--- config.mk ---
export PLATFORM = sky130hd
export DESIGN_NAME = fetch_stage
export DESIGN_NICKNAME = d
export VERILOG_FILES = /design/src/rtl/fetch_stage.sv
export SDC_FILE = /design/constraint.sdc
export NUM_CORES = 1
export LEC_CHECK = 0
export CAP_MARGIN = 30
export CORE_ASPECT_RATIO = 1.5
export CORE_MARGIN = 4
export CORE_UTILIZATION = 41
export CTS_BUF_LIST = sky130_fd_sc_hd__clkbuf_8
export DETAILED_ROUTE_END_ITERATION = 10
export PLACE_DENSITY = 0.67
export SLEW_MARGIN = 30
export SYNTH_ARGS = -nofsm -noshare
export SYNTH_HDL_FRONTEND = slang
export SYNTH_SLANG_ARGS = --single-unit
--- constraint.sdc ---
create_clock -name clk -period 3.6 [get_ports clk]
set_clock_uncertainty 0.1 [all_clocks]
set_input_delay 1.08 -clock clk [delete_from_list [all_inputs] [get_ports clk]]
set_output_delay 1.08 -clock clk [all_outputs]
set_load 0.02 [all_outputs]
--- src/rtl/fetch_stage.sv ---
// fetch_stage: IF stage of the 5-stage RV32I pipeline.
// Issues in-order word fetches to instruction memory, buffers returned words
// with their PCs in a small FIFO and drives the IF/ID register used by decode.
// Handles decode stalls and branch/jump redirects from execute.
//
// Optional feature: define FETCH_PERF_CNT_EN to enable the perf_fetched /
// perf_flushed counters; when undefined both ports are tied to zero.
//
// Ports:
//   clk, rstn          clock, asynchronous active-low reset
//   imem_req_valid     fetch request valid (combinational)
//   imem_req_addr      word-aligned fetch address (current PC)
//   imem_req_ready     memory accepts the request
//   imem_rsp_valid     in-order response valid, always accepted
//   imem_rsp_data      returned instruction word
//   dec_stall          decode holds fetch_dec_reg this cycle
//   redirect_valid     taken branch/jump from execute
//   redirect_pc        redirect target (low two bits ignored)
//   fetch_dec_reg      {instruction, pc} to decode, registered
//   fetch_dec_valid    fetch_dec_reg holds a real instruction
//   perf_fetched       instructions delivered to decode
//   perf_flushed       buffered entries plus responses discarded by redirects
module fetch_stage #(
  parameter logic [31:0] RESET_PC   = 32'h0000_0000,
  parameter int unsigned FIFO_DEPTH = 2,
  parameter logic [31:0] NOP_INST   = 32'h0000_0013
) (
  input  logic        clk,
  input  logic        rstn,
  output logic        imem_req_valid,
  output logic [31:0] imem_req_addr,
  input  logic        imem_req_ready,
  input  logic        imem_rsp_valid,
  input  logic [31:0] imem_rsp_data,
  input  logic        dec_stall,
  input  logic        redirect_valid,
  input  logic [31:0] redirect_pc,
  output logic [63:0] fetch_dec_reg,
  output logic        fetch_dec_valid,
  output logic [31:0] perf_fetched,
  output logic [31:0] perf_flushed
);

  localparam int unsigned PW = $clog2(FIFO_DEPTH);
  localparam int unsigned CW = PW + 1;

  localparam logic [1:0] ST_IDLE  = 2'd0;
  localparam logic [1:0] ST_RUN   = 2'd1;
  localparam logic [1:0] ST_FLUSH = 2'd2;

  typedef struct packed {
    logic        filled;
    logic [31:0] word;
    logic [31:0] pc;
  } entry_t;

  entry_t        fifo_q [FIFO_DEPTH];
  entry_t        fifo_d [FIFO_DEPTH];
  logic [PW-1:0] head_q, head_d;
  logic [PW-1:0] tail_q, tail_d;
  logic [PW-1:0] fill_q, fill_d;
  // cnt counts allocated slots (filled or awaiting their response)
  logic [CW-1:0] cnt_q, cnt_d;
  // inflight counts outstanding requests; in FLUSH these are all to be dropped
  logic [CW-1:0] inflight_q, inflight_d;
  logic [31:0]   pc_q, pc_d;
  logic [1:0]    state_q, state_d;
  logic [63:0]   dec_q, dec_d;
  logic          dec_valid_q, dec_valid_d;

  logic head_filled_c;
  logic pop_c;
  logic space_c;
  logic hs_c;

  // Pop/request qualification; a slot freed by this cycle's pop may be reused
  // immediately so a depth-2 buffer streams one word per cycle at latency 1.
  always_comb begin
    head_filled_c  = (cnt_q != '0) && fifo_q[head_q].filled;
    pop_c          = head_filled_c && !dec_stall && !redirect_valid;
    space_c        = (cnt_q - CW'(pop_c)) < CW'(FIFO_DEPTH);
    imem_req_valid = (state_q == ST_RUN) && !redirect_valid && space_c;
    hs_c           = imem_req_valid && imem_req_ready;
  end

  assign imem_req_addr   = pc_q;
  assign fetch_dec_reg   = dec_q;
  assign fetch_dec_valid = dec_valid_q;

  // Next-state: FSM, FIFO bookkeeping, IF/ID register
  always_comb begin
    state_d     = state_q;
    pc_d        = pc_q;
    head_d      = head_q;
    tail_d      = tail_q;
    fill_d      = fill_q;
    fifo_d      = fifo_q;
    dec_d       = dec_q;
    dec_valid_d = dec_valid_q;
    inflight_d  = inflight_q + CW'(hs_c) - CW'(imem_rsp_valid);
    cnt_d       = cnt_q + CW'(hs_c) - CW'(pop_c);

    // Responses fill the oldest unfilled slot; in FLUSH they are discarded
    if ((state_q == ST_RUN) && imem_rsp_valid) begin
      fifo_d[fill_q].filled = 1'b1;
      fifo_d[fill_q].word   = imem_rsp_data;
      fill_d                = fill_q + PW'(1);
    end

    if (hs_c) begin
      fifo_d[tail_q] = '{filled: 1'b0, word: NOP_INST, pc: pc_q};
      tail_d         = tail_q + PW'(1);
      pc_d           = pc_q + 32'd4;
    end

    if (!dec_stall) begin
      if (pop_c) begin
        dec_d       = {fifo_q[head_q].word, fifo_q[head_q].pc};
        dec_valid_d = 1'b1;
        head_d      = head_q + PW'(1);
      end else begin
        dec_d       = {NOP_INST, 32'h0};
        dec_valid_d = 1'b0;
      end
    end

    case (state_q)
      ST_IDLE:  state_d = ST_RUN;
      ST_RUN:   state_d = ST_RUN;
      ST_FLUSH: if (inflight_d == '0) state_d = ST_RUN;
      default:  state_d = ST_IDLE;
    endcase

    // Redirect overrides stall and pop; a response arriving now is already
    // excluded from inflight_d, so it counts as the one consumed this cycle.
    if (redirect_valid) begin
      pc_d        = redirect_pc & ~32'd3;
      head_d      = '0;
      tail_d      = '0;
      fill_d      = '0;
      cnt_d       = '0;
      for (int i = 0; i < FIFO_DEPTH; i++) fifo_d[i].filled = 1'b0;
      dec_d       = {NOP_INST, 32'h0};
      dec_valid_d = 1'b0;
      state_d     = (inflight_d != '0) ? ST_FLUSH : ST_RUN;
    end
  end

  // State registers
  always_ff @(posedge clk or negedge rstn) begin
    if (!rstn) begin
      state_q     <= ST_IDLE;
      pc_q        <= RESET_PC;
      head_q      <= '0;
      tail_q      <= '0;
      fill_q      <= '0;
      cnt_q       <= '0;
      inflight_q  <= '0;
      dec_q       <= {NOP_INST, 32'h0};
      dec_valid_q <= 1'b0;
      for (int i = 0; i < FIFO_DEPTH; i++) fifo_q[i] <= '0;
    end else begin
      state_q     <= state_d;
      pc_q        <= pc_d;
      head_q      <= head_d;
      tail_q      <= tail_d;
      fill_q      <= fill_d;
      cnt_q       <= cnt_d;
      inflight_q  <= inflight_d;
      dec_q       <= dec_d;
      dec_valid_q <= dec_valid_d;
      for (int i = 0; i < FIFO_DEPTH; i++) fifo_q[i] <= fifo_d[i];
    end
  end

`ifdef FETCH_PERF_CNT_EN
  logic [31:0] perf_fetched_q;
  logic [31:0] perf_flushed_q;

  // cnt_q covers filled entries and the unfilled slots whose responses are
  // dropped; in FLUSH it is zero, so re-redirects never double count.
  always_ff @(posedge clk or negedge rstn) begin
    if (!rstn) begin
      perf_fetched_q <= '0;
      perf_flushed_q <= '0;
    end else begin
      if (pop_c)          perf_fetched_q <= perf_fetched_q + 32'd1;
      if (redirect_valid) perf_flushed_q <= perf_flushed_q + 32'(cnt_q);
    end
  end

  assign perf_fetched = perf_fetched_q;
  assign perf_flushed = perf_flushed_q;
`else
  assign perf_fetched = 32'h0;
  assign perf_flushed = 32'h0;
`endif

endmodule

# Word-level counts from Yosys, hierarchy flattened
# Index checks and enable logic that the tools add are counted.
totals:
  reg_bits: 236
  input_bits: 70
  wordCells: 93
  output_inout_bits: 162
op_classes:
  n_reduce_logical: 20
  bitwise: 3
  n_addsub: 9
  mux: 36
  order_cmp: 6
  eq_ne: 4
op_table:
  columns: ["cell", "n"]
  rows:
  - ["bitwise mux 130 bit", 3]
  - ["2-to-1 mux 65 bit", 5]
  - ["2-to-1 mux 130 bit", 2]
  - ["2-to-1 mux 64 bit", 4]
  - ["demux 65 bit (select 1 bit)", 3]
  - ["2-to-1 mux 32 bit", 2]
  - ["adder 32 x 3 -> 32 bit, second input constant", 1]
  - ["2-to-1 mux 1 bit", 12]
  - ["nonzero test 2 bit", 5]
  - ["logical AND 1 bit", 9]
  - ["2-to-1 mux 2 bit", 4]
  - ["greater-or-equal comparator 2 bit, second input constant", 3]
  - ["NOT 1 -> 2 bit", 3]
  - ["subtractor 2 x 1 -> 2 bit", 3]
  - ["adder 2 x 1 -> 2 bit", 2]
  - ["logical NOT 2 bit", 2]
  - ["less-than comparator 2 x 1 -> 1 bit, second input constant", 2]
  - ["case mux 2 bit (2 select lines)", 1]
  - ["adder 1 bit, second input constant", 3]
  - ["!= test 3 bit, second input constant", 1]
  - ["equality test 2 x 1 -> 1 bit, second input constant", 1]
  - ["equality test 2 bit, second input constant", 1]
  - ["logical NOT 1 bit", 2]
  - ["less-than comparator 2 bit, second input constant", 1]
  - ["other kinds (3)", 3]

# Logic depth before layout (Yosys ltp)
# Gate-level depths: netlist of run 1.
depth:
  ltp_word: 17
  ltp_mapped: 12

# Least setup slack after synthesis of run 1
# Ideal clock, no wire load.
synth_path:
  kind: "input to register"
  from: "input dec_stall"
  to: "register state_q[0]"
  cell_stages: 11
  t_arrival_ps: 3103
  t_required_ps: 3359
  setup_slack_ps: 256
  cell_sequence: "o21a_1 -> a211oi_2 -> clkbuf_1 -> nand2_1 -> ha_1 -> inv_1 -> ha_1 -> xnor2_1 -> xnor2_1 -> a2bb2oi_1 -> a31oi_1"
synth_between:
  elab_chain_cells: 12
synth_lines:
  columns: ["item", "line", "text"]
  rows:
  - ["start: declaration", "35", "input logic dec_stall,"]
  - ["logical NOT 1 bit *", null, null]
  - ["logical AND 1 bit * (2 in series)", "80", "pop_c = head_filled_c && !dec_stall && !redirect_valid;"]
  - ["subtractor 2 x 1 -> 2 bit *", "81", "space_c = (cnt_q - CW'(pop_c)) < CW'(FIFO_DEPTH);"]
  - ["less-than comparator 2 bit *", "81", null]
  - ["logical AND 1 bit *", "82", "imem_req_valid = (state_q == ST_RUN) && !redirect_valid && space_c;"]
  - ["logical AND 1 bit *", "83", "hs_c = imem_req_valid && imem_req_ready;"]
  - ["adder 2 x 1 -> 2 bit *", "100", "inflight_d = inflight_q + CW'(hs_c) - CW'(imem_rsp_valid);"]
  - ["subtractor 2 x 1 -> 2 bit *", "100", null]
  - ["net inflight_d[1]", "65", "logic [CW-1:0] inflight_q, inflight_d;"]
  - ["nonzero test 2 bit", "145", "state_d = (inflight_d != '0) ? ST_FLUSH : ST_RUN;"]
  - ["2-to-1 mux 2 bit", "145", null]
  - ["2-to-1 mux 2 bit", "136", "if (redirect_valid) begin"]
  - ["end signal: assignment", "163", "state_q <= state_d;"]
  - ["end: declaration", "67", "logic [1:0] state_q, state_d;"]
# Mark *: on every way through the listed nets, which the timed path passes. The rest lies on a longest branch.
# A chain may end at the register's enable or synchronous reset.

# Final worst setup path of run 1
layout_path:
  from: "input dec_stall"
  to: "output imem_req_valid"
layout_between:
  elab_chain_cells: 6
layout_lines:
  columns: ["item", "line", "text"]
  rows:
  - ["logical NOT 1 bit", null, null]
  - ["logical AND 1 bit (2 in series)", "80", null]
  - ["subtractor 2 x 1 -> 2 bit", "81", null]
  - ["less-than comparator 2 bit", "81", null]
  - ["logical AND 1 bit", "82", null]
  - ["end: declaration", "30", "output logic imem_req_valid,"]
# Every way passes these cells.

==> qor.yml, run 1 <==
status:
  status: "finished clean"
cells_and_area:
  layout-drive-gt1-share_pct: 10.67
  nNetsFinal: 1286
  area_delta_synth_final_pct: 24.03
  final_area_um2: 13330
  largest_reg_flops: 128
  num-fill-cells: 2366
power_and_ir_drop:
  internal_power_mw: 5.288
  p_comb_share_pct: 21.6
  p_sw_share_pct: 30.09
  p_leak_nw: 5.683
  p_per_area_nw_per_um2: 567.2
  clockPowerShare_pct: 30.5
  vdd_drop_max_mv: 0.2520
  power.share.sequential_pct: 47.8
  netSwitchingPower_mw: 2.276
logic_synthesis:
  synth-seq-cells: 231
  yosys-top-cells-count: "dfrtp_1, nand2_1, o21ai_0"
  synthTopCellsByArea: "dfrtp_1, nand2_1, mux2i_1"
  synthFlopType: "dfrtp_1"
  synthArstFlopShare_pct: 100.0
  yosys.cell_count.top_type: "dfrtp_1"
  yosysWarningCount: 0
  synth_area_leader_cell: "dfrtp_1"
  netlist_instances: 1053
  synth_top_cell_area_share_pct: 53.07
  synthDistinctLibCells: 54
  syn-cell-area_um2: 10750
  syn_avg_cell_area_um2: 10.21
  seq_area_frac_synth_pct: 53.81
  synth_edf_count: 0
drt:
  drt_iter0_markers: 389
  wirelength_um: 28220
  vias: 8206
  post-route-drc-count: 0
  dr.pass1.iters: 5
  route.antenna.remaining_nets: 0
  via_per_inst: 5.223
  wl_per_cell_um: 17.96
timing:
  final_hold_viol_count: 0
  setup_violations: 0
  period_needed_ps: 3512
  worstMarginPinSlew_ps: 913.5
  max_freq_ghz: 0.2848
  worst_slack_ps: 88.19
  holdWs_ps: 375.0
  rsz0062_at_grt: "no"
  fin_crit_sh_pct: 97.55
  slew_violations: 0
  slew_headroom_pct: 38.59
cts:
  ctsHtreeMaxLevel: 2
  clock_path_buffers: 3
  cts_sinks: 231
  cts_root_buf: "clkbuf_8"
  cts_tree: "done"
  cts_buffers: 38
  clk_pin_slew_ps: 60
  clock_latency_ps: 530
  holdBufCountCts: 0
grt:
  grt_max_degree: 76
  grt.total_usage_pct: 19.18
  grt_pass1_vias: 8332
  grt_pass1_wl_um: 44680
  antenna_found_initial: 0
  grt_overflow_total: 0
floorplan:
  die_x_um: 140.2
  start_util_pct: 41.58
  num_io_pins: 232
  core_area_um2: 25850
  rows: 72
  die-area_um2: 28930
  die-height_um: 206.3
worst_hold_path:
  holdPathStages: 2
  min_path_type: "register to register"
placed_design:
  gp_congestion: 0.8012
  dp_slack_ps: -172.1
  hpwlAfterDp_um: 18260
  dpl-instance-area_um2: 12560
  io_buffers: 163
critical_path:
  critPathKind: "input pin to output port"
  cp-start-kind: "input pin"
  r2r_slack_ps: 1090
  end_kind: "output port"
  required_ps: 2420
  crit_path_max_fanout: 2
  crit_arrival_ps: 2330
  rr_worst_depth: 10
run:
  maxCapViolations: 0
## per-stage QoR
step / power, mW / TNS (ps) / utilization (%) / std cells
2_1_floorplan: 4.754 / 0 / - / 1118
3_3_place_gp: 5.234 / -179.5 / 48.57 / 1504
3_5_place_dp: 5.329 / -175.3 / 48.57 / 1504
4_1_cts: 7.678 / 0 / 51.56 / 1570
5_1_grt: 8.030 / 0 / 51.56 / 1570
6_report: 7.563 / 0 / 51.57 / 1571
## worst paths after layout
kind                                    from                end
max reg2reg                           head_q         state_q[0]
min reg2reg                fetch_dec_reg[13]  fetch_dec_reg[13]
max in group asynchronous               rstn  fetch_dec_reg[36]
max                                dec_stall     imem_req_valid
min in group asynchronous               rstn        fifo_q[106]
min                        fetch_dec_reg[13]  fetch_dec_reg[13]
## final cells by class
class	instances	area [um2]	share of cell area (%)
flip-flops and latches	231	5788	43.41
multi-input cells	739	4412	33.09
repair buffers	191	1903	14.27
clock buffers	52	715.7	5.367
well taps	333	416.7	3.125
clock inverters	14	58.81	0.4410
inverters	10	37.54	0.2815
diodes	1	2.502	0.01877
## what timing repair did
item	4_1_cts	5_1_grt
resized for setup	1	0
endpoints found under the setup margin	1	0
buffers inserted	0	0
## power by group through the flow
stage	combinational [mW]	clock (mW)	sequential, mW
final	1.64	2.31	3.62
after global placement	1.61	0	3.63
after global routing	1.84	2.49	3.70
after detailed placement	1.66	0	3.67
after CTS	1.67	2.39	3.62
after floorplan	1.16	0	3.59
## cell families (layout without fill, tap and decap cells)
logic type                 after synthesis  in the layout  share of synthesized area, %
muxes                                  125            125                         12.34
AOI/OAI and AO/OA                      199            199                         10.65
and+or+nand+nor                        338            338                         14.47
DFF                                    231            231                         53.81
other                                    1             67                       0.03488
xor gates and xnor gates                 6              6                        0.4888
adders and majority gates                5              5                        0.5819
buffers and inverters                  148            267                         7.635
## critical path, stage by stage
cell and delay [ps]:
clkdlybuf4s50_1 440, o31ai_1 230, and3_1 190, dlygate4sd2_1 390
## cells in the final DEF (no fill, tap or decap), types with 11 or more instances in the layout
cell	Yosys	layout
a21oi_1	67	67
a31oi_1	18	18
buf_4	67	23
clkbuf_8	0	52
clkdlybuf4s50_1	0	160
conb_1	1	66
dfrtp_1	228	227
inv_1	9	20
mux2_1	34	34
mux2_2	26	26
mux2i_1	65	65
nand2_1	203	203
nand3_1	28	27
nand4_1	14	14
nor2_1	28	27
nor2b_1	12	11
o21ai_0	76	76
o31ai_1	15	15
or4_1	16	16
## per-layer routing
| metal | wire length, um | GRT usage, % |
|---|---|---|
| met5 | 0 | 0 |
| met4 | 555 | 5.783 |
| met3 | 1572 | 4.074 |
| met2 | 14490 | 33.51 |
| met1 | 11600 | 23.87 |
No activity file was read; power rests on OpenSTA's default activity.
==> run 2: changes to the inputs <==
- GPL_TIMING_DRIVEN: not set -> 1
==> results of run 2 <==
Final layout, timing and power as in run 1 (identical DEF).
==> run 3: changes to the inputs <==
- RECOVER_POWER: not set -> 25
==> qor.yml, run 3 (synthesis gave the netlist of run 1 again) <==
status:
  status: "finished, violations left"
  violations: "capacitance limit, slew limit"
timing:
  worst_slack_ps: 96.17
  worstMarginPinSlew_ps: 1983
  max_freq_ghz: 0.2854
  rsz0062_at_grt: "no"
  final_hold_viol_count: 0
  setup_violations: 0
  period_needed_ps: 3504
  slew_violations: 75
  slew_headroom_pct: -32.21
  fin_crit_sh_pct: 97.33
drt:
  wirelength_um: 28140
  wl_per_cell_um: 17.91
  top_layer_used: "met4"
  wl_met1_um: 11460
  dr.pass1.iters: 6
  post-route-drc-count: 0
  drt_iter0_markers: 375
  route.antenna.remaining_nets: 0
  vias: 8248
  wl_met3_um: 1597
  met2WireLength_um: 14540
  via_per_inst: 5.250
cts:
  holdBufCountCts: 0
  cts_sinks: 231
  cts_tree: "done"
  clock_latency_ps: 530
  cts_resized: 1
  cts_root_buf: "clkbuf_8"
  ctsHtreeMaxLevel: 2
  cts_setup_buffers: 0
  clk_pin_slew_ps: 60
  cts_buffers: 38
  clock_path_buffers: 3
cells_and_area:
  final_common_cell: "dfrtp_1"
  nNetsFinal: 1286
  area_delta_synth_final_pct: 23.73
  multiInputGateArea_um2: 4412
  num-fill-cells: 2369
  largest_reg_flops: 128
  final-instance-count-excl-fill: 1571
  most-common-layout-cells: "dfrtp_1, nand2_1, clkdlybuf4s50_1, o21ai_0, a21oi_1"
  register_area_um2: 5788
  layout-drive-gt1-share_pct: 10.51
grt:
  grt.total_usage_pct: 19.18
  grt_overflow_total: 0
  grt_pass1_vias: 8332
  antenna_found_initial: 0
  grt_pass1_wl_um: 44680
  grt_max_degree: 76
floorplan:
  start_util_pct: 41.58
  die_x_um: 140.2
  rows: 72
  num_io_pins: 232
  die-height_um: 206.3
  die-area_um2: 28930
  core_area_um2: 25850
placed_design:
  hpwlAfterDp_um: 18260
  gp_congestion: 0.8012
  io_buffers: 163
  dp_slack_ps: -172.1
  dp_cells: 1504
critical_path:
  r2r_end: "imem_req_addr[23]"
  r2r_slack_ps: 1100
  required_ps: 2420
  crit_chain: "clkdlybuf4s50_1 -> o31ai_1 -> and3_1 -> dlygate4sd2_1"
  end_kind: "output port"
  rr_worst_depth: 4
  crit_path_max_fanout: 2
  cp-start-kind: "input pin"
  crit_slowest_cell: "clkdlybuf4s50_1"
  critPathKind: "input pin to output port"
  critPathMaxStageDelay_ps: 430
  crit_arrival_ps: 2320
  reg2reg_from: "imem_req_addr[9]"
power_and_ir_drop:
  p_leak_nw: 5.667
  p_per_area_nw_per_um2: 568.2
  vdd_drop_max_mv: 0.2506
worst_hold_path:
  holdPathStages: 2
  min-delay-start: "fetch_dec_reg[5]"
  min_path_type: "register to register"
  min_to: "fetch_dec_reg[5]"
run:
  maxCapViolations: 1
==> run 3: cell count changes in the layout (fill, tap and decap cells not counted), sizes merged <==
cell,previous run,this run
buf,30,25
clkbuf,52,57
==> run 3: worst max path at each step <==
stage / start / to / slack, ps / cells after the start
4_1_cts: dec_stall / imem_req_valid / 100 / 4
3_3_place_gp: dec_stall / imem_req_valid / -180 / 4
3_5_place_dp: dec_stall / imem_req_valid / -170 / 4
5_1_grt: dec_stall / imem_req_valid / 60 / 4
2_1_floorplan: dec_stall / state_q[0] / 260 / 11
6_report: dec_stall / imem_req_valid / 100 / 4
==> run 3: power breakdown <==
group	leakage [nW]	total, mW	internal, mW	switching (mW)
Sequential	2.95	3.62	3.23	0.386
Clock	0.440	2.31	1.28	1.03
Combinational	2.27	1.63	0.774	0.860
==> run 3: area by class of cell <==
cell class                      count  share of cell area [%]
Clock inverter                     14                  0.4421
Antenna cell                        1                 0.01881
Inverter                           10                  0.2822
Clock buffer                       52                   5.380
Sequential cell                   231                   43.51
Timing Repair Buffer              191                   14.06
Tap cell                          333                   3.132
Multi-Input combinational cell    739                   33.17
==> run 3: through the flow <==
stage	total power [mW]	utilization [%]	instance area (um2)	TNS (ps)	hold WS (ps)
finish	7.559	51.45	13300	0	375.2
global route	8.026	51.44	13300	0	386.3
CTS	7.678	51.56	13330	0	383.4
detailed placement	5.329	48.57	12560	-175.3	369.8
global placement	5.234	48.57	12560	-179.5	359.7
floorplan	4.754	-	10990	0	352.8
==> run 3: critical path: cells and delay by family <==
family	cells	cell delay (ps)
simple gates	1	190
buf+inv	2	820
compound gates	1	230
==> run 3: routing by layer <==
layer | up-vias | GRT usage, %
li1 | 3844 | -
met1 | 4090 | 23.87
met2 | 272 | 33.51
met3 | 42 | 4.074
met4 | 0 | 5.783
met5 | - | 0
